==> config.mk <==
export PLATFORM = sky130hd
export DESIGN_NAME = fp_mul_pipe_flat
export DESIGN_NICKNAME = d
export VERILOG_FILES = /design/src/rtl/fp_mul_pipe_if.sv /design/src/rtl/fp_mul_pipe.sv /design/src/flat_wrapper.sv
export SDC_FILE = /design/constraint.sdc
export NUM_CORES = 1
export LEC_CHECK = 0
export ABC_AREA = 1
export CAP_MARGIN = 25
export CORE_MARGIN = 10
export CORE_UTILIZATION = 59
export CTS_CLUSTER_SIZE = 10
export DETAILED_ROUTE_END_ITERATION = 7
export PLACE_DENSITY = 0.81
export SLEW_MARGIN = 20
export SYNTH_ARGS = -nofsm -noshare
export SYNTH_HDL_FRONTEND = slang
export SYNTH_SLANG_ARGS = --single-unit
==> constraint.sdc <==
create_clock -name clk -period 3.35 [get_ports clk]
set_clock_uncertainty 0.15 [all_clocks]
set_input_delay 0.335 -clock clk [delete_from_list [all_inputs] [get_ports clk]]
set_output_delay 0.335 -clock clk [all_outputs]
set_load 0.05 [all_outputs]
==> src/rtl/fp_mul_pipe_if.sv <==
// rtl/fp_mul_pipe_if.sv - operand/result handshake bundle for fp_mul_pipe
//
// Purpose: groups the valid/ready operand input channel and the
//          valid/ready result output channel of the multiplier.
// Signals:
//   in_valid  operand pair valid         (master -> slave)
//   in_ready  slave accepts operands     (slave  -> master)
//   op1, op2  packed {sign, exp, frac}   (master -> slave)
//   out_valid result valid               (slave  -> master)
//   out_ready master accepts result      (master -> slave)
//   result    packed product             (slave  -> master)
//   flags     {invalid, overflow, underflow, inexact} (slave -> master)
interface fp_mul_pipe_if #(
  parameter int W = 16
);
  logic         in_valid;
  logic         in_ready;
  logic [W-1:0] op1;
  logic [W-1:0] op2;
  logic         out_valid;
  logic         out_ready;
  logic [W-1:0] result;
  logic [3:0]   flags;

  modport master (
    output in_valid, op1, op2, out_ready,
    input  in_ready, out_valid, result, flags
  );

  modport slave (
    input  in_valid, op1, op2, out_ready,
    output in_ready, out_valid, result, flags
  );
endinterface

==> src/rtl/fp_mul_pipe.sv <==
// rtl/fp_mul_pipe.sv - pipelined flush-to-zero floating-point multiplier
//
// Purpose: multiplies two packed floating-point operands with
//          round-to-nearest-even, flush-to-zero for exp == 0 inputs,
//          and IEEE-style special-case handling, in a STAGES-deep
//          pipeline with a single global advance enable.
// Parameters:
//   EXP_WIDTH   exponent field width
//   FRAC_WIDTH  stored fraction width (W = 1 + EXP_WIDTH + FRAC_WIDTH)
//   STAGES      pipeline depth in registers, 2..4
// Ports:
//   clk  clock, all state on the rising edge
//   rst  asynchronous active-high reset
//   bus  fp_mul_pipe_if slave modport (operands in, result/flags out)
module fp_mul_pipe #(
  parameter int EXP_WIDTH  = 8,
  parameter int FRAC_WIDTH = 7,
  parameter int STAGES     = 3
) (
  input logic          clk,
  input logic          rst,
  fp_mul_pipe_if.slave bus
);
  localparam int E  = EXP_WIDTH;
  localparam int F  = FRAC_WIDTH;
  localparam int W  = 1 + E + F;
  localparam int P  = 2 * (F + 1);
  localparam int XW = E + 2;

  localparam logic [XW-1:0] BIAS    = XW'((1 << (E - 1)) - 1);
  localparam logic [XW-1:0] EXP_MAX = XW'((1 << E) - 1);
  localparam logic [W-1:0]  QNAN    = {1'b0, {E{1'b1}}, 1'b1, {(F - 1){1'b0}}};

  // Global advance enable: the whole pipe moves or the whole pipe holds.
  logic en;
  logic out_v;

  // Stage 1 decode (combinational from the operands)
  logic         sa, sb;
  logic [E-1:0] e1, e2;
  logic [F-1:0] f1, f2;
  logic         nan_a, nan_b, inf_a, inf_b, zero_a, zero_b;
  logic         sign_d;
  logic         spec_d;
  logic         spec_inv_d;
  logic [W-1:0] spec_res_d;
  logic [XW-1:0] exp_d;
  logic [P-1:0]  prod_d;

  assign {sa, e1, f1} = bus.op1;
  assign {sb, e2, f2} = bus.op2;

  assign nan_a  = (&e1) && (|f1);
  assign nan_b  = (&e2) && (|f2);
  assign inf_a  = (&e1) && !(|f1);
  assign inf_b  = (&e2) && !(|f2);
  // exp == 0 covers both true zero and subnormals (flushed)
  assign zero_a = ~|e1;
  assign zero_b = ~|e2;
  assign sign_d = sa ^ sb;

  always_comb begin
    spec_d     = 1'b0;
    spec_inv_d = 1'b0;
    spec_res_d = '0;
    if (nan_a || nan_b) begin
      spec_d     = 1'b1;
      spec_res_d = QNAN;
    end else if ((inf_a && zero_b) || (zero_a && inf_b)) begin
      spec_d     = 1'b1;
      spec_inv_d = 1'b1;
      spec_res_d = QNAN;
    end else if (inf_a || inf_b) begin
      spec_d     = 1'b1;
      spec_res_d = {sign_d, {E{1'b1}}, {F{1'b0}}};
    end else if (zero_a || zero_b) begin
      spec_d     = 1'b1;
      spec_res_d = {sign_d, {(W - 1){1'b0}}};
    end
  end

  // Unsigned arithmetic in XW bits; MSB acts as the sign of the biased sum.
  assign exp_d  = {2'b00, e1} + {2'b00, e2} - BIAS;
  assign prod_d = P'({1'b1, f1}) * P'({1'b1, f2});

  // Stage 1 registers
  logic          s1_sign;
  logic          s1_spec;
  logic          s1_spec_inv;
  logic [W-1:0]  s1_spec_res;
  logic [XW-1:0] s1_exp;
  logic [P-1:0]  s1_prod;

  // Normalise / round (combinational from stage 1)
  logic [P-2:0]  norm;
  logic [F-1:0]  frac_n;
  logic          guard, sticky, round_up;
  logic [F:0]    frac_r;
  logic [XW-1:0] exp_f;
  logic          ovf, udf;
  logic [W-1:0]  res_d;
  logic [3:0]    flg_d;

  // norm holds the bits below the leading one of the significand product
  assign norm     = s1_prod[P-1] ? s1_prod[P-2:0] : {s1_prod[P-3:0], 1'b0};
  assign frac_n   = norm[P-2:F+1];
  assign guard    = norm[F];
  assign sticky   = |norm[F-1:0];
  assign round_up = guard && (sticky || frac_n[0]);
  // A carry out of frac_r leaves frac_r[F-1:0] == 0, so only the exponent moves.
  assign frac_r   = {1'b0, frac_n} + (F + 1)'(round_up);
  assign exp_f    = s1_exp + XW'(s1_prod[P-1]) + XW'(frac_r[F]);
  assign ovf      = !exp_f[XW-1] && (exp_f >= EXP_MAX);
  assign udf      = exp_f[XW-1] || (exp_f == '0);

  always_comb begin
    res_d = {s1_sign, exp_f[E-1:0], frac_r[F-1:0]};
    flg_d = {3'b000, guard || sticky};
    if (s1_spec) begin
      res_d = s1_spec_res;
      flg_d = {s1_spec_inv, 3'b000};
    end else if (ovf) begin
      res_d = {s1_sign, {E{1'b1}}, {F{1'b0}}};
      flg_d = 4'b0101;
    end else if (udf) begin
      res_d = {s1_sign, {(W - 1){1'b0}}};
      flg_d = 4'b0011;
    end
  end

  // Stage 2..STAGES: result/flag registers; stage STAGES drives the outputs.
  logic [STAGES:1] vld;
  logic [W-1:0]    res_q [2:STAGES];
  logic [3:0]      flg_q [2:STAGES];

  always_ff @(posedge clk or posedge rst) begin
    if (rst) begin
      vld         <= '0;
      s1_sign     <= 1'b0;
      s1_spec     <= 1'b0;
      s1_spec_inv <= 1'b0;
      s1_spec_res <= '0;
      s1_exp      <= '0;
      s1_prod     <= '0;
      for (int k = 2; k <= STAGES; k++) begin
        res_q[k] <= '0;
        flg_q[k] <= '0;
      end
    end else if (en) begin
      // in_ready == en here, so in_valid alone marks an accepted item
      vld         <= {vld[STAGES-1:1], bus.in_valid};
      s1_sign     <= sign_d;
      s1_spec     <= spec_d;
      s1_spec_inv <= spec_inv_d;
      s1_spec_res <= spec_res_d;
      s1_exp      <= exp_d;
      s1_prod     <= prod_d;
      res_q[2]    <= res_d;
      flg_q[2]    <= flg_d;
      for (int k = 3; k <= STAGES; k++) begin
        res_q[k] <= res_q[k-1];
        flg_q[k] <= flg_q[k-1];
      end
    end
  end

  assign out_v        = vld[STAGES];
  assign en           = bus.out_ready || !out_v;
  assign bus.in_ready = en;
  assign bus.out_valid = out_v;
  assign bus.result    = res_q[STAGES];
  assign bus.flags     = flg_q[STAGES];
endmodule
==> src/flat_wrapper.sv <==
// flat-port wrapper written by rule: the top's interface ports become plain ports
module fp_mul_pipe_flat 
#(
  parameter int EXP_WIDTH  = 8,
  parameter int FRAC_WIDTH = 7,
  parameter int STAGES     = 3
)
  (clk, rst, bus_in_valid, bus_op1, bus_op2, bus_out_ready, bus_in_ready, bus_out_valid, bus_result, bus_flags);
  fp_mul_pipe_if bus_i ();
  input logic clk;
  input logic rst;
  input wire logic [$bits(bus_i.in_valid)-1:0] bus_in_valid;
  input wire logic [$bits(bus_i.op1)-1:0] bus_op1;
  input wire logic [$bits(bus_i.op2)-1:0] bus_op2;
  input wire logic [$bits(bus_i.out_ready)-1:0] bus_out_ready;
  output wire logic [$bits(bus_i.in_ready)-1:0] bus_in_ready;
  output wire logic [$bits(bus_i.out_valid)-1:0] bus_out_valid;
  output wire logic [$bits(bus_i.result)-1:0] bus_result;
  output wire logic [$bits(bus_i.flags)-1:0] bus_flags;
  assign bus_i.in_valid = bus_in_valid;
  assign bus_i.op1 = bus_op1;
  assign bus_i.op2 = bus_op2;
  assign bus_i.out_ready = bus_out_ready;
  assign bus_in_ready = bus_i.in_ready;
  assign bus_out_valid = bus_i.out_valid;
  assign bus_result = bus_i.result;
  assign bus_flags = bus_i.flags;
  fp_mul_pipe #(.EXP_WIDTH(EXP_WIDTH), .FRAC_WIDTH(FRAC_WIDTH), .STAGES(STAGES)) u_core (.clk(clk), .rst(rst), .bus(bus_i));
endmodule
==> out/results.ini <==
[routing]
via_count=5684
drtIter0Drc=408
wl_met1_mm=6.56
viasPerCell=5.09
routed_wl_mm=14.5
drc=0
detail_route.wl_per_cell_um=13.0
wl_met3_um=610
drt.antenna.violating_nets=0
wl_met2_mm=6.99
first_pass_iters=7
routed.top_layer=met4

[place]
place_inst=1089
hpwl_mm=10.7
routabilityCongestion=0.897
port_buffers=57

[clock_network]
path_clk_slew_ns=0.08
clock-sinks=75
cts_root_buffer=clkbuf_8
h-tree-depth=3
clk_latency_ns=0.36
cts_made_buffers=9
cts_tree=built
clockBufferDepth=2

[yosys]
synth_area_sq_mm=0.00644
syn_nets=999
yosysSeqAreaShare_pct=29.1
synth_seq_cells=75
yosys_warnings=0
avgSynthCellArea_sq_um=7.33
syn_inst=879
synthDistinctLibCells=39

[global_route]
grt_pass1_vias=5264
gr-usage-all-layers_pct=17.3
antenna_found_initial=0
grt_max_degree=49
grt_pass1_wl_mm=23.6
overflow=0

[finish]
final_common_cell=nand2_1
antenna_cells=0
final_cells=1116
postLayoutCoreUtil_pct=75.1
areaGrowthSynthToFinish_pct=25.4
final_nets=1091
final_cell_mix=nand2_1, inv_1, dfrtp_1
drive_gt1_share_pct=20.3
final.fill_count=797

[power]
comb_power_share_pct=65.3
ir_worst_vdd_uv=514
switchingPower_uw=2910
p_leak_uw=0.00438
power_density_mw_per_mm2=780
p_int_uw=3390
p_seq_share_pct=23.9
p_sw_share_pct=46.2
pwr-share-clk_pct=10.8

[timing]
period_share_pct=110
slew_violations=0
slew_headroom_pct=50.0
fin_crit_ns=3.69
rsz0062_at_grt=true
finalHoldViolations=0
worst_hold_slack_ns=0.293
setup_ws_ns=-0.336
worst_pin_slew_ns=0.749
timing.fmax_mhz=271
setup_viol=9

[run]
max-cap-violations=0

[setup_path]
worstPathRequired_ns=3.45
crit_path_max_fanout=6
worstPathArrival_ns=3.78
path_class=primary input to flip-flop
cp-start-kind=primary input
end_kind=flip-flop

[run_status]
violations=setup timing
outcome=finished, violations left

[die]
initial_core_util_pct=59.9
die-area_sq_mm=0.0155
die_x_um=124
fp.dieH_um=124
fp-row-count=38
ios=58
core_area_sq_mm=0.0107

[min_path]
hold_class=primary input to asynchronous set/reset pin

==> stage by stage <==
stage               power (uW)  TNS (ns)  cell area (sq um)  worst slack [ns]
global placement          4950    -10.70               7550             -1.09
CTS                       5790     -1.83               7800            -0.272
global route              6820     -3.52               8070            -0.459
detailed placement        5040    -11.34               7550             -1.16
floorplan                 4090     -3.89               6680            -0.564
finish                    6300     -2.20               8070            -0.336
==> kinds of logic after synthesis <==
group	Yosys count	share of synthesized area [%]
and+or+nand+nor	386	25.1
buffers and inverters	227	14.8
AOI/OAI and AO/OA	95	8.35
adders and majority gates	84	20.7
DFF	75	29.1
xor gates and xnor gates	12	1.87
==> final timing paths <==
path,to,start,slack (ns),depth (start not counted)
max reg2reg,u_core.res_q[28],u_core.s1_prod[15],0.09,18
min reg2reg,u_core.bus.result[2],u_core.res_q[18],0.32,2
max,u_core.s1_prod[12],bus_op2[3],-0.34,20
max in group asynchronous,u_core.vld[1],rst,2.11,3
min,u_core.s1_prod[13],rst,0.29,2
min in group clk,u_core.bus.result[2],u_core.res_q[18],0.32,2
==> Yosys cell counts <==
master / number / share of area, %
a21boi_0: 2 / 0.23
fa_1: 38 / 12
o22ai_1: 5 / 0.49
dfrtp_1: 75 / 29
or2_2: 2 / 0.19
nand3b_1: 3 / 0.35
o21bai_1: 1 / 0.12
clkbuf_1: 21 / 1.2
nor4_1: 3 / 0.29
nand3_2: 1 / 0.16
ha_1: 46 / 8.9
nor3_1: 8 / 0.62
nor2_2: 4 / 0.39
nand2_4: 1 / 0.17
buf_6: 2 / 0.35
o211ai_1: 8 / 0.93
o21a_1: 2 / 0.23
a31oi_1: 1 / 0.097
nand2_1: 260 / 15
nand2_2: 2 / 0.19
buf_2: 2 / 0.16
xnor2_1: 1 / 0.14
a21boi_4: 1 / 0.29
nor2_1: 45 / 2.6
inv_1: 171 / 10
inv_2: 4 / 0.23
buf_1: 5 / 0.29
xor2_2: 2 / 0.51
a211oi_1: 1 / 0.12
a22o_1: 1 / 0.14
nand4_1: 22 / 2.1
a21oi_1: 21 / 1.6
buf_4: 22 / 2.6
nand3_1: 34 / 2.6
xor2_1: 9 / 1.2
nor2_4: 1 / 0.17
o21ai_0: 44 / 3.4
a21o_1: 1 / 0.12
o21ai_1: 7 / 0.54
==> critical path, stage by stage <==
cell and delay, ns:
buf_6 0.11, nand2_1 0.07, inv_1 0.06, fa_1 0.52
inv_2 0.04, fa_1 0.48, inv_1 0.05, fa_1 0.47
inv_1 0.05, fa_1 0.50, inv_2 0.05, ha_4 0.31
a21oi_4 0.07, a21boi_4 0.14, o21ai_2 0.21, nand2_2 0.09
nand2_1 0.06, nand2_1 0.04, nand3_1 0.06, nand2_1 0.05
==> area by class of cell <==
type / count / area [sq um] / share of cell area (%)
Clock buffer: 12 / 145 / 1.80
Clock inverter: 4 / 50.0 / 0.620
Sequential cell: 75 / 1880 / 23.3
Tap cell: 140 / 175 / 2.17
Multi-Input combinational cell: 578 / 3980 / 49.3
Timing Repair Buffer: 132 / 1190 / 14.7
Inverter: 175 / 659 / 8.17
==> registers in the layout (all words and copies together) (netlist names) <==
name                cells
u_core.bus.result      16
u_core.res_q           16
u_core.s1_prod         16
u_core.s1_exp          10
u_core.bus.flags        4
u_core.flg_q            4
u_core.s1_spec_res      3
u_core.vld              3
u_core.s1_sign          1
u_core.s1_spec          1
u_core.s1_spec_inv      1
==> power groups by stage <==
| stage | clock, uW | sequential [uW] | combinational, uW |
|---|---|---|---|
| global placement | 0 | 1500 | 3450 |
| finish | 682 | 1500 | 4110 |
| detailed placement | 0 | 1520 | 3520 |
| floorplan | 0 | 1450 | 2640 |
| CTS | 698 | 1500 | 3590 |
| global route | 735 | 1550 | 4530 |
==> routing by layer <==
metal	up-vias	global-route usage (%)
met5	-	0
met4	0	6.37
met3	24	3.02
met2	127	27.9
met1	2648	22.7
li1	2885	-
==> what timing repair did <==
| action | CTS | global route |
|---|---|---|
| endpoints found under the setup margin | 15 | 26 |
| pin swaps | 29 | 37 |
| gates cloned | 0 | 1 |
| gates resized for setup | 84 | 67 |
| setup buffers | 4 | 6 |
| hold buffers | 0 | 0 |
No activity file was read; power rests on OpenSTA's default activity.
